--- src/rtl/access_enable_pkg.sv ---
// Shared constants for the access-enable reader endpoint.
package access_enable_pkg;

    // Number of words the reader can hold internally.
    localparam int unsigned ACCESS_ENABLE_READER_DEPTH = 2;

    // Width of the occupancy count, able to represent 0..DEPTH.
    localparam int unsigned ACCESS_ENABLE_READER_LEVEL_W = $clog2(ACCESS_ENABLE_READER_DEPTH + 1);

endpackage

--- src/rtl/access_enable_reader.sv ---
// access_enable_reader: drains a first-word-fall-through storage block
// (empty / read_enable / read_data) and re-presents its words on a
// registered valid/ready stream through a 2-entry queue.
// Optional flush input is enabled by defining ACCESS_ENABLE_READER_FLUSH_EN.
module access_enable_reader
    import access_enable_pkg::*;
#(
    parameter int unsigned WIDTH = 8
) (
    input  logic                                    clock,
    input  logic                                    resetn,
`ifdef ACCESS_ENABLE_READER_FLUSH_EN
    input  logic                                    flush,
`endif
    input  logic                                    source_empty,
    output logic                                    source_read_enable,
    input  logic [WIDTH-1:0]                        source_read_data,
    output logic                                    output_valid,
    input  logic                                    output_ready,
    output logic [WIDTH-1:0]                        output_data,
    output logic [ACCESS_ENABLE_READER_LEVEL_W-1:0] level
);

    localparam logic [ACCESS_ENABLE_READER_LEVEL_W-1:0] LEVEL_FULL =
        ACCESS_ENABLE_READER_LEVEL_W'(ACCESS_ENABLE_READER_DEPTH);
    localparam logic [ACCESS_ENABLE_READER_LEVEL_W-1:0] LEVEL_ONE =
        ACCESS_ENABLE_READER_LEVEL_W'(1);

    logic [WIDTH-1:0] entry0;
    logic [WIDTH-1:0] entry1;
    logic             flush_active;
    logic             push;
    logic             pop;

`ifdef ACCESS_ENABLE_READER_FLUSH_EN
    assign flush_active = flush;
`else
    assign flush_active = 1'b0;
`endif

    // Read only when the source has a word and there is room; never looks at
    // output_ready, so there is no combinational path from the consumer back
    // to the source.
    assign source_read_enable = resetn & ~source_empty & (level < LEVEL_FULL) & ~flush_active;

    assign output_valid = (level != '0) & ~flush_active;
    assign output_data  = entry0;

    assign push = source_read_enable;
    assign pop  = output_valid & output_ready;

    // Queue update: entry0 is the head, entry1 the tail, level the count.
    always_ff @(posedge clock) begin
        if (!resetn) begin
            level  <= '0;
            entry0 <= '0;
            entry1 <= '0;
        end else if (flush_active) begin
            level <= '0;
        end else begin
            case ({push, pop})
                2'b10: begin
                    if (level == '0) begin
                        entry0 <= source_read_data;
                    end else begin
                        entry1 <= source_read_data;
                    end
                    level <= level + LEVEL_ONE;
                end
                2'b01: begin
                    entry0 <= entry1;
                    level  <= level - LEVEL_ONE;
                end
                // Simultaneous push and pop only happens at level 1 (push
                // needs level<2, pop needs level>0): the new word replaces
                // the head and the count is unchanged.
                2'b11: begin
                    entry0 <= source_read_data;
                end
                default: begin
                end
            endcase
        end
    end

endmodule

--- config.mk ---
export PLATFORM = sky130hd
export DESIGN_NAME = access_enable_reader
export DESIGN_NICKNAME = d
export VERILOG_FILES = /design/src/rtl/access_enable_pkg.sv /design/src/rtl/access_enable_reader.sv
export SDC_FILE = /design/constraint.sdc
export NUM_CORES = 1
export LEC_CHECK = 0
export CAP_MARGIN = 20
export CORE_UTILIZATION = 49
export CTS_BUF_LIST = sky130_fd_sc_hd__clkbuf_8
export CTS_CLUSTER_DIAMETER = 60
export DETAILED_ROUTE_END_ITERATION = 6
export PLACE_DENSITY = 0.85
export SLEW_MARGIN = 20
export SYNTH_ARGS = -nofsm -noshare
export SYNTH_HDL_FRONTEND = slang
export SYNTH_SLANG_ARGS = --single-unit
--- constraint.sdc ---
create_clock -name clock -period 2.9 [get_ports clock]
set_input_delay 0.87 -clock clock [delete_from_list [all_inputs] [get_ports clock]]
set_output_delay 0.87 -clock clock [all_outputs]
set_load 0.1 [all_outputs]
==> flow_summary.ini <==
[clock_tree]
cts_htree_levels = 1
cts_tree = done
clk_latency_ns = 0.25
cts_root_buffer = clkbuf_8
cts_sinks = 18
cts_hold_buf = 0
max-clock-path-buffers = 2
path_clk_slew_ns = 0.07
cts_made_buffers = 3

[timing]
drv_slew = 0
rsz0062_at_grt = no
max-slew-margin-rel_pct = 62.5
setup_tns_ns = 0
setup_viol = 0
fin_crit_ns = 2.85
worstMarginPinSlew_ns = 0.562
fin_crit_sh_pct = 98.4
fin_ws_ns = 0.0458
final_hold_viol_count = 0
timing.fmax_ghz = 0.350
fin_skew_ns = 0.00161

[yosys]
synth-seq-cells = 18
syn-cell-area_um2 = 881
synthCells = 79
seq_area_frac_synth_pct = 40.9
yosys_warnings = 0
synth.avg_cell_area_um2 = 11.1
syn_nets = 93
ys_types = 23

[floorplanning]
start_util_pct = 55.3
die_height_um = 44.4
std_cell_rows = 14
core_area_mm2 = 0.00159
io_pins = 24
dieArea_mm2 = 0.00197
die_w_um = 44.4

[global_routing]
grt_max_degree = 20
overflow = 0
grt_pass1_wl_um = 2820
grt_pass1_vias = 649
antenna_found_initial = 0
grt_usage_pct = 20.1

[layout]
mostFrequentLayoutCells = dfxtp_1, mux2i_1, buf_4
areaGrowthSynthToFinish_pct = 35.8
layout.cells.non_filler = 130
n_antenna_cell = 0
fin_nets = 121
layout.cells.most_common = dfxtp_1
postLayoutCoreUtil_pct = 75.0
layout-drive-gt1-share_pct = 29.2

[routing]
route.detailed.drc = 0
drt_pre_antenna_iters = 6
wl_per_cell_um = 13.1
vias = 677
ant_nets = 0
wl_um = 1700
first_iter_violations = 9
viasPerCell = 5.21

[worst_setup_path]
arrival_ns = 1.98
rrSetupSlack_ns = 0.96
cp-end-kind = output port
start_kind = input pin
required_ns = 2.03
worst-setup-path-type = in -> out
crit_fanout = 2

[status]
outcome = finished clean

[placed_design]
place.gp.congestion = 0.761
post-place-cells = 125
hpwl_um = 1180
port-buffer-count = 23
post-place-ws_ns = -0.105

[run]
drv_cap = 0

[power]
leakage_uw = 0.000548
power_density_mw_per_mm2 = 1170
vdd_drop_max_mv = 0.897
power_uw = 1400

[min_path]
hp-class = reg -> reg
## state kept, by name (all words and copies together), names as in the netlist
signal / count
output_data: 8
entry1: 8
level: 2
## critical path, cell delays in order
cell             delay [ns]
clkdlybuf4s50_1        0.43
or3b_4                 0.41
clkinvlp_4             0.11
buf_12                 0.17
## stage by stage
stage               area, um^2  hold WS, ns
floorplan                  885        0.485
global placement          1130        0.498
detailed placement        1130        0.502
CTS                       1190        0.522
global route              1200        0.539
finish                    1200        0.517
## layout make-up
cell class	count	area [um^2]
Inverter	2	13.8
Clock buffer	4	55.1
Multi-Input combinational cell	53	464
Tap cell	24	30.0
Sequential cell	18	360
Timing Repair Buffer	29	273
Fill cell	114	398
## kinds of logic (layout without fill, tap and decap cells)
family | after synthesis | in the layout | share of synthesized area, %
XOR/XNOR | 2 | 2 | 1.99
adder cells (fa/ha/maj) | 2 | 2 | 2.84
AO/OA/AOI/OAI | 19 | 19 | 16.3
multiplexers | 16 | 16 | 18.2
buffers and inverters | 8 | 35 | 6.68
AND/OR/NAND/NOR | 14 | 14 | 13.1
flip-flops | 18 | 18 | 40.9
## synthesized netlist by cell type
cell / n / area, um^2
dfxtp_1: 18 / 360
mux2i_1: 16 / 160
nor2b_1: 8 / 50.1
o21ai_1: 8 / 40.0
o311a_1: 6 / 60.1
buf_4: 2 / 15.0
clkbuf_1: 2 / 7.51
ha_1: 2 / 25.0
o311a_2: 2 / 22.5
xnor2_1: 2 / 17.5
a21boi_0: 1 / 7.51
and2_1: 1 / 6.26
buf_6: 1 / 11.3
buf_8: 1 / 15.0
inv_1: 1 / 3.75
inv_4: 1 / 6.26
nand2_4: 1 / 11.3
nor4b_4: 1 / 23.8
o21ai_0: 1 / 5.00
o21ai_2: 1 / 8.76
or2_4: 1 / 8.76
or3_1: 1 / 6.26
or3b_2: 1 / 8.76
## final timing paths
kind | startpoint | end | cells after the start
worst max-delay path | source_empty | source_read_enable | 4
worst min-delay path | output_data[3]$_SDFFE_PN0P_ | output_data[3]$_SDFFE_PN0P_ | 1
worst max register to register | level[1]$_SDFFE_PN0P_ | entry1[7]$_SDFFE_PN0P_ | 8
worst min register to register | output_data[3]$_SDFFE_PN0P_ | output_data[3]$_SDFFE_PN0P_ | 1
## per-layer routing
| layer | wire, um | up-vias | global-route usage (%) |
|---|---|---|---|
| met1 | 838 | 312 | 25.4 |
| met4 | 19 | 0 | 9.09 |
| li1 | - | 343 | - |
| met3 | 76 | 4 | 4.90 |
| met2 | 765 | 18 | 32.4 |
| met5 | 0 | - | 0 |
## timing repair
item / CTS / global route
setup buffers: 0 / 1
gates resized for setup: 1 / 1
cloned: 0 / 0
hold endpoints to repair: 0 / 0
endpoints found under the setup margin: 1 / 1
## power by group
group          switching [uW]  internal, uW  total, uW  leakage, uW
Combinational             590           245        836     0.000372
Sequential               51.2           307        358     0.000147
Clock                    84.8           121        205    0.0000288
Power figures use the tool's default switching activity.
